## src/rtl/mem_arb_pkg.sv

```systemverilog
// mem_arb_pkg: FSM states, owner encoding and line geometry shared by the memory port arbiter.
// Pure declarations: no latency and no flow control of its own.
package mem_arb_pkg;
    typedef enum logic [1:0] {IDLE, ACCESS, RESP} state_t;

    localparam logic OWN_I = 1'b0;
    localparam logic OWN_D = 1'b1;

    localparam int LINE_WORDS = 4;
    localparam int LINE_BITS  = 64;
    // Strobe counter width covers the MEM_LATENCY range 1..15.
    localparam int CNT_W      = 4;
endpackage

```

## src/rtl/arb_pick.sv

```systemverilog
// arb_pick: combinational fetch/data winner select; zero latency, stateless, grant only when a request is high.
// Default build gives D fixed priority; with ARB_RR_EN defined a tie goes to the side not served last.
module arb_pick
    import mem_arb_pkg::*;
(
    input  logic i_req_i,
    input  logic d_req_i,
    input  logic last_owner_i,
    output logic grant_vld_o,
    output logic grant_own_o
);
    assign grant_vld_o = i_req_i | d_req_i;

`ifdef ARB_RR_EN
    always_comb begin
        grant_own_o = d_req_i ? OWN_D : OWN_I;
        if (i_req_i && d_req_i) begin
            grant_own_o = (last_owner_i == OWN_D) ? OWN_I : OWN_D;
        end
    end
`else
    logic unused_last_owner;
    assign unused_last_owner = last_owner_i;
    assign grant_own_o       = d_req_i ? OWN_D : OWN_I;
`endif
endmodule

```

## src/rtl/mem_port_arbiter.sv

```systemverilog
// mem_port_arbiter: shares one line-wide memory port between fetch (I) and data (D); MEM_LATENCY strobe cycles then a 1-cycle ready.
// Requesters hold req until their ready pulse; requests are only sampled in IDLE. ARB_RR_EN selects alternating tie-break.
module mem_port_arbiter
    import mem_arb_pkg::*;
#(
    parameter int WORD_SIZE   = 16,
    parameter int MEM_LATENCY = 2
) (
    input  logic                            Clk,
    input  logic                            Reset_N,
    input  logic                            i_req,
    input  logic [15:0]                     i_addr,
    output logic                            i_ready,
    output logic [LINE_WORDS*WORD_SIZE-1:0] i_data,
    input  logic                            d_req,
    input  logic                            d_we,
    input  logic [15:0]                     d_addr,
    input  logic [LINE_WORDS*WORD_SIZE-1:0] d_wdata,
    output logic                            d_ready,
    output logic [LINE_WORDS*WORD_SIZE-1:0] d_rdata,
    output logic                            mem_read,
    output logic                            mem_write,
    output logic [15:0]                     mem_addr,
    output logic [LINE_WORDS*WORD_SIZE-1:0] mem_wdata,
    input  logic [LINE_WORDS*WORD_SIZE-1:0] mem_rdata,
    output logic                            busy,
    output logic                            grant_d
);
    localparam int LW = LINE_WORDS * WORD_SIZE;

    state_t           state_q, state_d;
    logic [CNT_W-1:0] cnt_q, cnt_d;
    logic             own_q, own_d;
    logic             we_q, we_d;
    logic             rd_q, rd_d;
    logic             wr_q, wr_d;
    logic             irdy_q, irdy_d;
    logic             drdy_q, drdy_d;
    logic [15:0]      addr_q, addr_d;
    logic [LW-1:0]    wdata_q, wdata_d;
    logic [LW-1:0]    idata_q, idata_d;
    logic [LW-1:0]    drdata_q, drdata_d;
    logic             grant_vld;
    logic             grant_own;

    // The owner register doubles as "last served" for the tie-break.
    arb_pick u_pick (
        .i_req_i      (i_req),
        .d_req_i      (d_req),
        .last_owner_i (own_q),
        .grant_vld_o  (grant_vld),
        .grant_own_o  (grant_own)
    );

    always_comb begin
        state_d  = state_q;
        cnt_d    = cnt_q;
        own_d    = own_q;
        we_d     = we_q;
        addr_d   = addr_q;
        wdata_d  = wdata_q;
        idata_d  = idata_q;
        drdata_d = drdata_q;
        rd_d     = 1'b0;
        wr_d     = 1'b0;
        irdy_d   = 1'b0;
        drdy_d   = 1'b0;
        unique case (state_q)
            IDLE: begin
                if (grant_vld) begin
                    state_d = ACCESS;
                    own_d   = grant_own;
                    cnt_d   = CNT_W'(MEM_LATENCY - 1);
                    if (grant_own == OWN_D) begin
                        addr_d  = d_addr;
                        we_d    = d_we;
                        wdata_d = d_wdata;
                    end else begin
                        addr_d  = i_addr;
                        we_d    = 1'b0;
                    end
                    rd_d = ~we_d;
                    wr_d = we_d;
                end
            end
            ACCESS: begin
                if (cnt_q == '0) begin
                    state_d = RESP;
                    if (!we_q) begin
                        if (own_q == OWN_D) drdata_d = mem_rdata;
                        else                idata_d  = mem_rdata;
                    end
                    irdy_d = (own_q == OWN_I);
                    drdy_d = (own_q == OWN_D);
                end else begin
                    cnt_d = cnt_q - CNT_W'(1);
                    rd_d  = ~we_q;
                    wr_d  = we_q;
                end
            end
            RESP:    state_d = IDLE;
            default: state_d = IDLE;
        endcase
    end

    always_ff @(posedge Clk or negedge Reset_N) begin
        if (!Reset_N) begin
            state_q  <= IDLE;
            cnt_q    <= '0;
            own_q    <= OWN_I;
            we_q     <= 1'b0;
            rd_q     <= 1'b0;
            wr_q     <= 1'b0;
            irdy_q   <= 1'b0;
            drdy_q   <= 1'b0;
            addr_q   <= '0;
            wdata_q  <= '0;
            idata_q  <= '0;
            drdata_q <= '0;
        end else begin
            state_q  <= state_d;
            cnt_q    <= cnt_d;
            own_q    <= own_d;
            we_q     <= we_d;
            rd_q     <= rd_d;
            wr_q     <= wr_d;
            irdy_q   <= irdy_d;
            drdy_q   <= drdy_d;
            addr_q   <= addr_d;
            wdata_q  <= wdata_d;
            idata_q  <= idata_d;
            drdata_q <= drdata_d;
        end
    end

    assign mem_read  = rd_q;
    assign mem_write = wr_q;
    assign mem_addr  = addr_q;
    assign mem_wdata = wdata_q;
    assign i_ready   = irdy_q;
    assign d_ready   = drdy_q;
    assign i_data    = idata_q;
    assign d_rdata   = drdata_q;
    assign busy      = (state_q != IDLE);
    assign grant_d   = own_q;
endmodule
```

## config.mk

```make
export PLATFORM = sky130hd
export DESIGN_NAME = mem_port_arbiter
export DESIGN_NICKNAME = d
export VERILOG_FILES = /design/src/rtl/mem_arb_pkg.sv /design/src/rtl/arb_pick.sv /design/src/rtl/mem_port_arbiter.sv
export SDC_FILE = /design/constraint.sdc
export NUM_CORES = 1
export LEC_CHECK = 0
export BUFFER_PORTS_ARGS = -buffer_cell sky130_fd_sc_hd__buf_4
export CAP_MARGIN = 20
export CORE_AREA = 2 2 147 149
export CTS_CLUSTER_SIZE = 8
export DETAILED_ROUTE_END_ITERATION = 16
export DIE_AREA = 0 0 149 151
export GPL_ROUTABILITY_DRIVEN = 0
export PLACE_DENSITY = 0.77
export SLEW_MARGIN = 10
export SYNTH_ARGS = -nofsm -noshare
export SYNTH_HDL_FRONTEND = slang
export SYNTH_SLANG_ARGS = --single-unit
```

## constraint.sdc

```tcl
create_clock -name Clk -period 5.8 [get_ports Clk]
set_input_delay 0 -clock Clk [delete_from_list [all_inputs] [get_ports Clk]]
set_output_delay 0 -clock Clk [all_outputs]
set_load 0.005 [all_outputs]
```

Yosys cells after proc, flatten, opt, wreduce, memory -nomap -nowiden
Cells that the tools add are included.
- register bits: 220
- bits of input ports: 165
- output and inout bits: 214
- word-level logic and storage cells: 52
- add/sub/neg operators: 1
- equality and inequality tests: 4
- muxes and demuxes: 21
- bitwise logic cells: 4
- reduce and logical (&&, ||, !) cells: 10
- operators by type and width (operator ; number):
    16-bit 2-to-1 mux ; 1
    1-bit 2-to-1 mux ; 12
    4-bit 2-to-1 mux ; 2
    4-bit case mux with 2 select lines ; 1
    4-bit AND reduction ; 2
    2-bit != test, second input constant ; 3
    3-bit AND reduction ; 2
    4-bit logical NOT ; 1
    2-bit 2-to-1 mux ; 2
    1-bit case mux with 2 select lines ; 2
    2-bit case mux with 2 select lines ; 1
    2-bit AND reduction ; 2
    2-bit nonzero test ; 2
    4-bit by 1-bit subtractor with 4-bit output, second input constant ; 1
    1-bit inverter ; 3
    2-bit by 1-bit == test with 1-bit output, second input constant ; 1
    2-bit logical NOT ; 1
    1-bit OR ; 1

Depth between registers and ports, before layout
- depth in word-level cells: 7
- gate-level depth with buffers: 6
- gate-level depth less buffers: 5

By module
A second synthesis with hierarchy kept.
- cell total of the unflattened synthesis: 527
- area total of the unflattened synthesis: 8668.3 um^2
- modules (own cells, without submodules) (module ; instances ; cells an instance ; area each (um^2)):
    mem_port_arbiter ; 1 ; 525 ; 8654.6
    arb_pick ; 1 ; 2 ; 13.8

Worst setup path after synthesis
No wires, ideal clock.
- kind: flip-flop to flip-flop
- start point: register cnt_q[0]
- end point: register drdata_q[10], in the netlist d_rdata[10]
- library setup time: 0.125 ns
- arrival: 1.703 ns
- data required time: 5.675 ns
- path slack: 3.972 ns
- cell stages (with the launch flop): 7
- path buffers: 1
- clock period less this slack: 1.828 ns
- path through: dfrtp_1 > inv_1 > ha_1 > nor3b_4 > nand4_4 > buf_6 > mux2_4
- cells in the longest elaborated chain, start to end: 2
- ends and longest elaborated chain (what ; RTL line ; source):
    start, declared ; mem_port_arbiter.sv:32 ; logic [CNT_W-1:0] cnt_q, cnt_d;
    start signal, assigned ; mem_port_arbiter.sv:122 ; cnt_q <= cnt_d;
    4-bit logical NOT ; mem_port_arbiter.sv:87 ; if (cnt_q == '0) begin
    4-bit AND reduction (no line) ; -- ;
    end signal, assigned ; mem_port_arbiter.sv:132 ; drdata_q <= drdata_d;
    end, declared ; mem_port_arbiter.sv:42 ; logic [LW-1:0] drdata_q, drdata_d;
Every way passes these cells.
A chain may end at the register's enable or synchronous reset.

Final worst setup path
- start point: register cnt_q[0]
- end point: register drdata_q[28], in the netlist d_rdata[28]
The elaborated chain is that of the path after synthesis.

==> run metrics <==
Syn Area/Cell 17.3 um^2; initial antenna violation count 0; GRT busiest layer met2; Yosys cell types 32; internal reg-to-reg setup slack between 2000 and 3000 ps; routed via count 6434; Placed Cells ~1100; crit path from cnt_q[0]$_DFFE_PN0P_; CP Max Fanout 37; Most used DFF post-synth dfrtp_1; drt total wl 26100 um; Finished Layout Cells 1335; hold_buf cts 164; largest net degree at the start of global routing 115; commonest cells after routing, fill and taps aside buf_4 (379), dfrtp_1 (220), dlygate4sd3_1 (164), mux2_2 (160), mux2_4 (60); Power Dens Cells ~520 mW/mm^2; clock buffer depth 3; DIE AREA 0.0225 mm^2; CP required ~6200 ps; multiplexer share of the synthesized area 0.318; largest family of logic cells by synthesized area multiplexers; drc violations 0; Worst IR Drop VDD between 0.3 and 0.4 mV; Max Cap Violations 0; post-route ant nets 0; CP startpoint kind flip-flop; Post-Synth Simple-Gate Area 0.0162; met3 Resource Use GR 0.0548; Slew Limit Headroom 0.319; Total Routing Usage GR 0.227; Setup Viol. Count Final 0; RSZ-0062 raised after global routing no; Sink Count 220; Reg clk slew, reported paths 50 ps; warning count from the yosys run 0; Final #Nets 1227; Core Area 0.0208 mm^2; clock skew 6.93 ps; capture point of the critical path d_rdata[28]$_DFFE_PN0P_; Crit path arrival time 3490 ps; cts repair resizes 0; Post-Synth XOR/XNOR Area 0; FF+latch count, synth 220; Post-Synthesis Cells between 500 and 600; FMAX 323 MHz; Syn Nets 671; vias in the first global route 7288; Final Cycle Share 0.533; CTS tree built; Synth Area in Compound Gates 0.00861; final setup TNS 0 ps; Final Max Slew Viols 0; initial drt markers 149; met1 usage 0.263; Die Span X 149 um; run status completed; post-synthesis async set-or-reset flop share 1.00; Die H 151 um; dpl hpwl 15200 um; area growth from synthesis to layout 62.9%; Crit. End Element flip-flop; actual slew at the worst max-slew pin between 1000 and 1500 ps; Clk Latency, worst-skew pair 520 ps; GRT overflow 0; share of cells above drive strength 1 0.603; Synth Area in Adders 0.00287; min cycle time layout 3090 ps; TritonCTS Buffers 31; setup bufs post-CTS 0; commonest non-fill, non-tap cell in the layout buf_4; Finished Cell Area 0.0142 mm^2; Post-synth EDFFs 0; global-route wire length before repair 39900 um; Starting Density 0.419; DRT Pass-1 Iters 4; Placed Area 0.0118 mm^2; CP Class flip-flop to flip-flop; FF-to-FF path depth 6; Vias/cell 4.82; Post-Syn Area 0.00872 mm^2; reg2reg start cnt_q[0]$_DFFE_PN0P_; Pleak 6.84 nW; # IOs approximately 380; Seq/Total Area, Yosys 0.631; clock root buffer clkbuf_16; Hold Violations, Final 0; Worst Hold Class input port to async pin; Port-buffer cells 378; CTS H-tree lvls 1; met2 global-route usage 0.418; row count 53; antenna cells 0; post-DR wirelength/cell 19.6 um; RR Endpoint d_rdata[28]$_DFFE_PN0P_
critical path: stages (launching register included):
cell and delay, ps:
dfrtp_1 390, inv_1 120, ha_1 190, nor3b_4 400
nand4_4 790, buf_4 620, mux2_4 360
cells by family (layout without fill, tap and decap cells):
kind of cell | Yosys count | in the layout
compound gates | 10 | 10
fa+ha+maj | 2 | 2
buf+inv | 27 | 583
flops | 220 | 220
mux | 226 | 226
simple gates | 19 | 19
metal layers:
metal | up-vias | wire, um
met5 | - | 0
met4 | 0 | 629
met3 | 49 | 1810
met2 | 267 | 13700
met1 | 3219 | 9940
li1 | 2899 | -
report_power, final:
part	switching (mW)	leakage, nW	total [mW]	internal, mW
registers	0.480	2.58	2.81	2.33
clock network	0.612	0.396	1.56	0.952
logic	1.09	3.86	3.07	1.99
sequential cells by signal (all words and copies together) (netlist names):
register / cells
d_ready: 1
mem_wdata: 64
mem_write: 1
state_q: 2
d_rdata: 64
mem_read: 1
cnt_q: 4
we_q: 1
i_data: 64
i_ready: 1
mem_addr: 16
grant_d: 1
metrics by stage:
step,total power [mW],worst slack [ps],hold WS (ps),util
6_report,7.45,2710,133,0.682
5_1_grt,7.85,2570,202,0.682
4_1_cts,7.41,2700,144,0.682
3_5_place_dp,5.72,2720,159,0.565
3_3_place_gp,5.64,2840,158,0.565
2_1_floorplan,4.10,3970,-296,-
worst min path at each step:
stage | from | to | cells past startpoint
floorplan | Reset_N | cnt_q[0]$_DFFE_PN0P_ | 0
global placement | Reset_N | d_rdata[39]$_DFFE_PN0P_ | 1
detailed placement | Reset_N | d_rdata[5]$_DFFE_PN0P_ | 1
CTS | d_req | state_q[0]$_DFFE_PN0P_ | 3
global route | Reset_N | d_rdata[5]$_DFFE_PN0P_ | 2
finish | Reset_N | d_rdata[5]$_DFFE_PN0P_ | 2
cell type report:
cell class	count	area (um^2)
tap	275	344
multi-input combinational	257	3010
fill	1365	6620
inverter	5	18.8
sequential	220	5510
timing repair buffer	545	4520
clock buffer	33	803
synthesized netlist by cell type (2+ instances only):
master	n	area (um^2)
dfrtp_1	220	5510
ha_1	2	25.0
mux2_2	160	1800
nand2b_1	2	12.5
mux2_1	5	56.3
nor2_1	5	18.8
and2_1	2	12.5
buf_6	12	135
buf_2	8	40.0
inv_1	5	18.8
mux2_4	60	901
nand2_1	2	7.51
o221ai_1	2	17.5
No activity file was read; power rests on OpenSTA's default activity.
